==> src/rtl/cv32e40p_ft_pkg.sv <==
// Shared definitions for the TMR ALU fault-tracking logic.
//   NUM_ALU    : number of ALU replicas (three voted plus one spare).
//   alu_mask_t : one bit per ALU.
//   cnt_width  : width of a counter that must hold the value 0..threshold.
package cv32e40p_ft_pkg;

  localparam int unsigned NUM_ALU = 4;

  typedef logic [NUM_ALU-1:0] alu_mask_t;

  function automatic int unsigned cnt_width(input int unsigned threshold);
    return $clog2(threshold + 1);
  endfunction

endpackage

==> src/rtl/cv32e40p_ft_sat_counter.sv <==
// Per-ALU error counter that saturates at THRESHOLD.
//   clk_i    : clock
//   rst_i    : synchronous active-high reset
//   inc_i    : one attributed error for this ALU this cycle
//   clr_i    : clear the count (overrides freeze)
//   freeze_i : ALU already declared faulty; the count holds
//   count_o  : current count
//   hit_o    : the value being loaded this cycle equals THRESHOLD
//              (computed before any clear, so a clear in the same
//              cycle does not hide a threshold crossing)
module cv32e40p_ft_sat_counter #(
  parameter int unsigned THRESHOLD = 4,
  parameter int unsigned CNT_W     = 3
) (
  input  logic             clk_i,
  input  logic             rst_i,
  input  logic             inc_i,
  input  logic             clr_i,
  input  logic             freeze_i,
  output logic [CNT_W-1:0] count_o,
  output logic             hit_o
);

  localparam logic [CNT_W-1:0] LIMIT = CNT_W'(THRESHOLD);

  logic [CNT_W-1:0] r_count;
  logic [CNT_W-1:0] w_count_inc;

  always_comb begin
    w_count_inc = r_count;
    if (inc_i && !freeze_i && (r_count != LIMIT)) begin
      w_count_inc = r_count + 1'b1;
    end
  end

  // Only a real step onto THRESHOLD counts as a hit.
  assign hit_o = (w_count_inc == LIMIT) && (r_count != LIMIT);

  always_ff @(posedge clk_i) begin
    if (rst_i) begin
      r_count <= '0;
    end else if (clr_i) begin
      r_count <= '0;
    end else begin
      r_count <= w_count_inc;
    end
  end

  assign count_o = r_count;

endmodule

==> src/rtl/cv32e40p_alu_fault_tracker.sv <==
// Permanent-fault tracker for the TMR ALU cluster. Attributes single
// voter mismatches to an ALU, counts them per ALU and latches a sticky
// faulty bit when a count reaches THRESHOLD.
//   clk_i                  : clock
//   rst_i                  : synchronous active-high reset
//   valid_i                : a voted ALU operation completes this cycle
//   err_alu_i              : per-ALU mismatch flags from the voter
//   active_alu_i           : ALUs currently in the TMR set
//   clear_i                : software clear of counters, window, faulty bits
//   permanent_faulty_alu_o : sticky faulty flags
//   new_fault_o            : pulse when any faulty bit goes 0->1
//   ambiguous_err_o        : pulse when >=2 masked errors are reported
//   err_count_o            : packed per-ALU counters, ALU0 in the LSBs
// Optional feature: define FT_ALU_FAULT_WINDOW_EN to clear non-frozen
// counters every WINDOW valid operations so transient upsets age out.
module cv32e40p_alu_fault_tracker
  import cv32e40p_ft_pkg::*;
#(
  parameter  int unsigned THRESHOLD = 4,
  parameter  int unsigned WINDOW    = 256,
  localparam int unsigned CNT_W     = cnt_width(THRESHOLD)
) (
  input  logic                     clk_i,
  input  logic                     rst_i,
  input  logic                     valid_i,
  input  logic [NUM_ALU-1:0]       err_alu_i,
  input  logic [NUM_ALU-1:0]       active_alu_i,
  input  logic                     clear_i,
  output logic [NUM_ALU-1:0]       permanent_faulty_alu_o,
  output logic                     new_fault_o,
  output logic                     ambiguous_err_o,
  output logic [NUM_ALU*CNT_W-1:0] err_count_o
);

  alu_mask_t r_faulty;
  logic      r_new_fault;
  logic      r_ambiguous;

  alu_mask_t w_masked;
  alu_mask_t w_inc;
  alu_mask_t w_clr;
  alu_mask_t w_hit;
  logic      w_multi;
  logic      w_single;
  logic      w_wrap;

  assign w_masked = err_alu_i & active_alu_i & ~r_faulty;
  // Clearing the lowest set bit leaves something only if >=2 bits were set.
  assign w_multi  = |(w_masked & (w_masked - 1'b1));
  assign w_single = (w_masked != '0) && !w_multi;
  assign w_inc    = (valid_i && w_single) ? w_masked : '0;

`ifdef FT_ALU_FAULT_WINDOW_EN
  localparam int unsigned WIN_W = $clog2(WINDOW);

  logic [WIN_W-1:0] r_win;

  assign w_wrap = valid_i && (r_win == WIN_W'(WINDOW - 1));

  // WINDOW is a power of two, so the increment wraps to 0 by itself.
  always_ff @(posedge clk_i) begin
    if (rst_i || clear_i) begin
      r_win <= '0;
    end else if (valid_i) begin
      r_win <= r_win + 1'b1;
    end
  end
`else
  logic w_unused_window;

  assign w_unused_window = (WINDOW == 0);
  assign w_wrap          = 1'b0;
`endif

  // Window wrap clears only counters of ALUs not already frozen; a counter
  // that hits THRESHOLD on the wrapping op still clears (its bit latches).
  assign w_clr = {NUM_ALU{clear_i}} | ({NUM_ALU{w_wrap}} & ~r_faulty);

  for (genvar g = 0; g < NUM_ALU; g++) begin : g_cnt
    cv32e40p_ft_sat_counter #(
      .THRESHOLD (THRESHOLD),
      .CNT_W     (CNT_W)
    ) u_cnt (
      .clk_i    (clk_i),
      .rst_i    (rst_i),
      .inc_i    (w_inc[g]),
      .clr_i    (w_clr[g]),
      .freeze_i (r_faulty[g]),
      .count_o  (err_count_o[g*CNT_W +: CNT_W]),
      .hit_o    (w_hit[g])
    );
  end

  always_ff @(posedge clk_i) begin
    if (rst_i) begin
      r_faulty    <= '0;
      r_new_fault <= 1'b0;
      r_ambiguous <= 1'b0;
    end else if (clear_i) begin
      r_faulty    <= '0;
      r_new_fault <= 1'b0;
      r_ambiguous <= 1'b0;
    end else begin
      r_faulty    <= r_faulty | w_hit;
      r_new_fault <= |(w_hit & ~r_faulty);
      r_ambiguous <= valid_i && w_multi;
    end
  end

  assign permanent_faulty_alu_o = r_faulty;
  assign new_fault_o            = r_new_fault;
  assign ambiguous_err_o        = r_ambiguous;

endmodule

==> config.mk <==
export PLATFORM = sky130hd
export DESIGN_NAME = cv32e40p_alu_fault_tracker
export DESIGN_NICKNAME = d
export VERILOG_FILES = /design/src/rtl/cv32e40p_ft_pkg.sv /design/src/rtl/cv32e40p_ft_sat_counter.sv /design/src/rtl/cv32e40p_alu_fault_tracker.sv
export SDC_FILE = /design/constraint.sdc
export NUM_CORES = 1
export LEC_CHECK = 0
export CAP_MARGIN = 5
export CORE_UTILIZATION = 35
export DETAILED_ROUTE_END_ITERATION = 7
export SLEW_MARGIN = 10
export SYNTH_ARGS = -nofsm -noshare
export SYNTH_HDL_FRONTEND = slang
export SYNTH_SLANG_ARGS = --single-unit
==> constraint.sdc <==
create_clock -name clk_i -period 2.3 [get_ports clk_i]
set_input_delay 0.23 -clock clk_i [delete_from_list [all_inputs] [get_ports clk_i]]
set_output_delay 0.23 -clock clk_i [all_outputs]
set_load 0.005 [all_outputs]
==> results.cfg, run 1 <==
[min_path]
hold_path_class = reg2reg
hold_depth = 2

[global_routing]
grt-ovfl-total = 0
antenna_found_initial = 0
grt_max_degree = 16
grt_pass1_wl_um = 4490
track_usage = 0.160
grt_pass1_vias = 1033

[routing]
drt_first_pass_iters = 4
wl_met1_um = 1210
drc = 0
ant_nets = 0
viasPerCell = 5.19
highest_layer = met4
wl_met2_um = 1400
met3WireLength_um = 117
vias = 1090
routed_wl_um = 2760
wl_per_cell_um = 13.1
drtIter0Drc = 55

[power]
powerDensity_mw_per_mm2 = 355
leakage_nw = 0.556
peakVddDrop_mv = 0.326

[timing]
period_share = 0.828
finClkSkew_ps = 5.08
period_needed_ps = 1900
setup_viol = 0
hold_viol_final = 0
finalMaxSlewViolations = 0
setup_tns_ps = 0
worst_slew_pin_slew_ps = 360
setup_ws_ps = 395
max_slew_margin = 0.758
rsz0062_at_grt = false
timing.fmax_mhz = 525

[floorplanning]
rows = 21
die_y_um = 61.6
start_util = 0.370
die_w_um = 61.6
core_mm2 = 0.00336
io_pins = 30
die_area_mm2 = 0.00380

[synth]
yosysMostFrequentCell = dfxtp_1
synth.distinct_cells = 37
async_reset_ff_frac = 0
synth_edf_count = 0
yosysTopAreaCell = dfxtp_1
synth_top_family_by_area = simple AND/OR/NAND/NOR gates
yosysSeqAreaShare = 0.289
synth_top_area_frac = 0.289
ys_seq_elements = 18
syn-num-nets = 160
synth_area_mm2 = 0.00124
postSynthAreaPerCell_um2 = 8.89
synth-xor-area-share = 0.0422
yosys-mux-area-fraction = 0.0322
synth-compound-area-share = 0.134
synth_warnings = 0
syn_inst = 140
dominantRegCellSynth = dfxtp_1
synth_simple_gate_area_frac = 0.333
synth_fa_ha_area_frac = 0.0884
synth_commonest_cells = dfxtp_1, nor2_1, a21oi_1, inv_1, ha_1
synth_area_leaders = dfxtp_1, ha_1, nand3b_4

[worst_setup_path]
worstPathCellList = inv_1, ha_1, nand2b_1, or3_1, nor3_1, o31ai_1, a31oi_1
worstPathRequired_ps = 2530
reg2reg_slack_ps = 400
arrival_ps = 2140
critical_path.max_stage_delay_ps = 490
cp_slowest_cell = dfxtp_1
startpoint = g_cnt[0].u_cnt.count_o[0]
cp-end-kind = flop
worst_r2r_endpoint = new_fault_o
rr_worst_depth = 7
start_kind = flop
crit_path_end = new_fault_o
criticalPathCategory = reg2reg
cp_max_fo = 6
r2r_start = g_cnt[0].u_cnt.count_o[0]

[clock_network]
path_clk_slew_ps = 110
cts_made_buffers = 3
clock_latency_ps = 290
cts_resized = 0
numClockSinks = 18
root_buffer = clkbuf_4
cts_tree = done
clock_tree.htree_level_count = 1
cts_setup_buffers = 0
ctsHoldBuffers = 0
clock_path_buffers = 2

[cells_and_area]
n_antenna_cell = 0
utilization = 0.462
final_cell_area_mm2 = 0.00156
drive_gt1_frac = 0.0915
fillers = 349
nNetsFinal = 186
area_delta_synth_final_pct = 24.9

[outcome]
status = completed

[place]
dp_hpwl_um = 2120
portBuffers = 29
place_area_mm2 = 0.00153
gp_congestion = 0.816
dpl_worst_slack_ps = 383

[run]
maxCapViolations = 0
==> routing by layer <==
metal  up-vias  track usage
met2        30        0.292
met3         4       0.0378
li1        546            -
met4         0       0.0381
met1       510        0.187
met5         -            0
==> power breakdown <==
part	switching [mW]	total [mW]	internal [mW]
logic	0.0391	0.0765	0.0374
clock network	0.0999	0.161	0.0610
registers	0.00176	0.315	0.313
total	0.141	0.552	0.411
==> placed cells by master, fill, tap and decap left out, types with 5 or more instances in the layout <==
master	Yosys	final
clkdlybuf4s50_1	0	29
dfxtp_1	18	18
nor2_1	13	13
inv_1	11	11
a21oi_1	11	11
ha_1	8	8
nand2b_1	6	6
nor3_1	6	6
nand3_1	6	6
nor4_1	5	5
==> flip-flops by register name (all words and copies together), names as in the netlist <==
register                flops
permanent_faulty_alu_o      4
new_fault_o                 1
g_cnt.u_cnt.count_o        12
ambiguous_err_o             1
==> cells by family (layout without fill, tap and decap cells) <==
kind of cell,Yosys count,in the layout
AOI/OAI and AO/OA,22,22
xor gates and xnor gates,6,6
adders and majority gates,9,9
buffers and inverters,19,43
DFF,18,18
muxes,4,4
and+or+nand+nor,62,62
==> metrics by stage <==
| step | power, mW | instances | hold WS, ps |
|---|---|---|---|
| after floorplan | 0.366 | 140 | 358 |
| after global placement | 0.397 | 207 | 511 |
| after detailed placement | 0.398 | 207 | 522 |
| after CTS | 0.558 | 210 | 538 |
| after global routing | 0.577 | 210 | 558 |
| final | 0.552 | 210 | 525 |
==> critical path, delay by kind of cell (launching register included) <==
| family | cells | cell delay, ps |
|---|---|---|
| and+or+nand+nor | 3 | 750 |
| AOI/OAI and AO/OA | 2 | 290 |
| DFF | 1 | 490 |
| buffers and inverters | 1 | 80 |
| adders and majority gates | 1 | 220 |
==> final cells by class <==
class                   count  area (um^2)  share of cell area
repair buffers             29          290               0.187
flip-flops and latches     18          360               0.232
clock buffers               3         22.5              0.0145
inverters                  11         41.3              0.0265
multi-input cells         103          783               0.504
well taps                  46         57.6              0.0370
==> worst min path at each step <==
stage | from | end
floorplan | valid_i | ambiguous_err_o
global placement | permanent_faulty_alu_o[1] | permanent_faulty_alu_o[1]
detailed placement | g_cnt[1].u_cnt.count_o[1] | g_cnt[1].u_cnt.count_o[1]
CTS | permanent_faulty_alu_o[0] | permanent_faulty_alu_o[0]
global route | permanent_faulty_alu_o[1] | permanent_faulty_alu_o[1]
finish | permanent_faulty_alu_o[0] | permanent_faulty_alu_o[0]
No activity file was read; power rests on OpenSTA's default activity.
==> run 2, diff against run 1 <==
==> constraint.sdc (replaced) <==
create_clock -name clk_i -period 1.86 [get_ports clk_i]
set_input_delay 0.186 -clock clk_i [delete_from_list [all_inputs] [get_ports clk_i]]
set_output_delay 0.186 -clock clk_i [all_outputs]
set_load 0.005 [all_outputs]
==> run 2 against run 1 <==
Combinational power is 33% higher. Register-to-register slack worse by 270 ps. Largest power group unchanged. Wire length is 2.3% higher. Design area is 3.4% higher. Power is 24% higher. Largest cell class unchanged. Highest routed layer unchanged. Die area stayed put.
==> results.cfg, run 2 (synthesized netlist as in run 1, its figures left out) <==
[timing]
rsz0062_at_grt = false
worst_slew_pin_slew_ps = 376
finClkSkew_ps = 0.745
setup_viol = 0
period_share = 0.931
max_slew_margin = 0.747
finalMaxSlewViolations = 0
timing.fmax_mhz = 577
hold_slack_ps = 532
hold_viol_final = 0
period_needed_ps = 1730

[power]
leakage_nw = 0.592
peakVddDrop_mv = 0.289
p_seq_frac = 0.565
powerDensity_mw_per_mm2 = 427
clockPowerShare = 0.286
internal_power_mw = 0.514
power.switching_mw = 0.173
pwr-share-comb = 0.148
netSwitchingFraction = 0.252

[worst_setup_path]
reg2reg_slack_ps = 130
cp-end-kind = flop
criticalPathCategory = reg2reg
rr_worst_depth = 7
start_kind = flop
critical_path.max_stage_delay_ps = 360
arrival_ps = 1960
cp_max_fo = 3
worst_r2r_endpoint = new_fault_o
critPathTopFamily = simple AND/OR/NAND/NOR gates
cp_slowest_cell = or3_1
worstPathCellList = inv_1, ha_1, nand2b_1, or3_1, nor3_1, o31ai_1, a31oi_1
r2r_start = g_cnt[0].u_cnt.count_o[0]
crit_buf_inv = 1
worstPathRequired_ps = 2090

[place]
portBuffers = 29
dp_hpwl_um = 2200
gp_congestion = 0.827
place_area_mm2 = 0.00159
dp_cells = 214

[clock_network]
cts_setup_buffers = 0
clock_path_buffers = 2
path_clk_slew_ps = 100
cts_resized = 0
clock_latency_ps = 290
root_buffer = clkbuf_4
cts_made_buffers = 3
cts_tree = done
ctsHoldBuffers = 0
clock_tree.htree_level_count = 1
numClockSinks = 18

[floorplanning]
io_pins = 30
rows = 21
die_w_um = 61.6
core_mm2 = 0.00336
start_util = 0.370
die_area_mm2 = 0.00380
die_y_um = 61.6

[cells_and_area]
nNetsFinal = 193
final_cell_area_mm2 = 0.00161
final_cells = 217
n_antenna_cell = 0
area_delta_synth_final_pct = 29.1
largest_reg_flops = 12
multi_input_area_um2 = 783
final_cell_mix = clkdlybuf4s50_1, dfxtp_1, nor2_1
drive_gt1_frac = 0.129
register_area_um2 = 360
fillers = 349
final_common_cell = clkdlybuf4s50_1
utilization = 0.478

[routing]
vias = 1104
drtIter0Drc = 55
routed_wl_um = 2820
drt_first_pass_iters = 4
drc = 0
wl_per_cell_um = 13.0
ant_nets = 0
viasPerCell = 5.09

[global_routing]
grt-ovfl-total = 0
antenna_found_initial = 0
grt_pass1_wl_um = 4440
grt_max_degree = 16
track_usage = 0.160
grt_pass1_vias = 1005

[min_path]
hold_path_class = reg2reg
hold_depth = 2
worstHoldStart = permanent_faulty_alu_o[0]
min_to = permanent_faulty_alu_o[0]

[outcome]
status = completed

[run]
maxCapViolations = 0
==> run 2: cell types whose count changed in the layout (fill, tap and decap cells not counted), sizes merged <==
cell / before / now
buf: 0 / 7
==> run 2: how the worst max path moves through the flow <==
| stage | endpoint | slack, ps | from | cells after the start |
|---|---|---|---|---|
| 5_1_grt | new_fault_o | 9 | g_cnt[0].u_cnt.count_o[0] | 7 |
| 3_5_place_dp | new_fault_o | -3 | err_alu_i[1] | 6 |
| 4_1_cts | new_fault_o | 120 | g_cnt[0].u_cnt.count_o[0] | 7 |
| 3_3_place_gp | permanent_faulty_alu_o[1] | 50 | valid_i | 6 |
| 2_1_floorplan | new_fault_o | 100 | g_cnt[0].u_cnt.count_o[0] | 7 |
| 6_report | new_fault_o | 130 | g_cnt[0].u_cnt.count_o[0] | 7 |
==> run 2: per-layer routing <==
metal,share of wire,track usage,wire [um]
met1,0.48,0.207,1350
met2,0.47,0.261,1330
met3,0.037,0.0462,105
met4,0.0099,0.0381,28
met5,0,0,0
==> run 2: area by class of cell <==
type,count,area share
Sequential cell,18,0.224
Timing Repair Buffer,36,0.213
Multi-Input combinational cell,103,0.487
Clock buffer,3,0.0140
Inverter,11,0.0257
Tap cell,46,0.0358
==> run 2: power groups by stage <==
| stage | Clock [mW] | Combinational (mW) | Sequential [mW] |
|---|---|---|---|
| after floorplan | 0 | 0.0542 | 0.398 |
| after global placement | 0 | 0.0995 | 0.397 |
| after detailed placement | 0 | 0.102 | 0.397 |
| after CTS | 0.208 | 0.102 | 0.388 |
| after global routing | 0.223 | 0.111 | 0.389 |
| final | 0.197 | 0.102 | 0.388 |
==> run 2: metrics by stage <==
step | setup slack, ps | TNS, ps | power, mW
3_3_place_gp | 52.5 | 0 | 0.496
6_report | 128 | 0 | 0.687
5_1_grt | 9.01 | 0 | 0.722
2_1_floorplan | 100 | 0 | 0.452
4_1_cts | 120 | 0 | 0.698
3_5_place_dp | -2.69 | -2.69 | 0.499
==> run 2: worst min-delay path, stage by stage (launching register included) <==
cell and delay, ps:
dfxtp_1 340, inv_1 90, a21oi_1 70
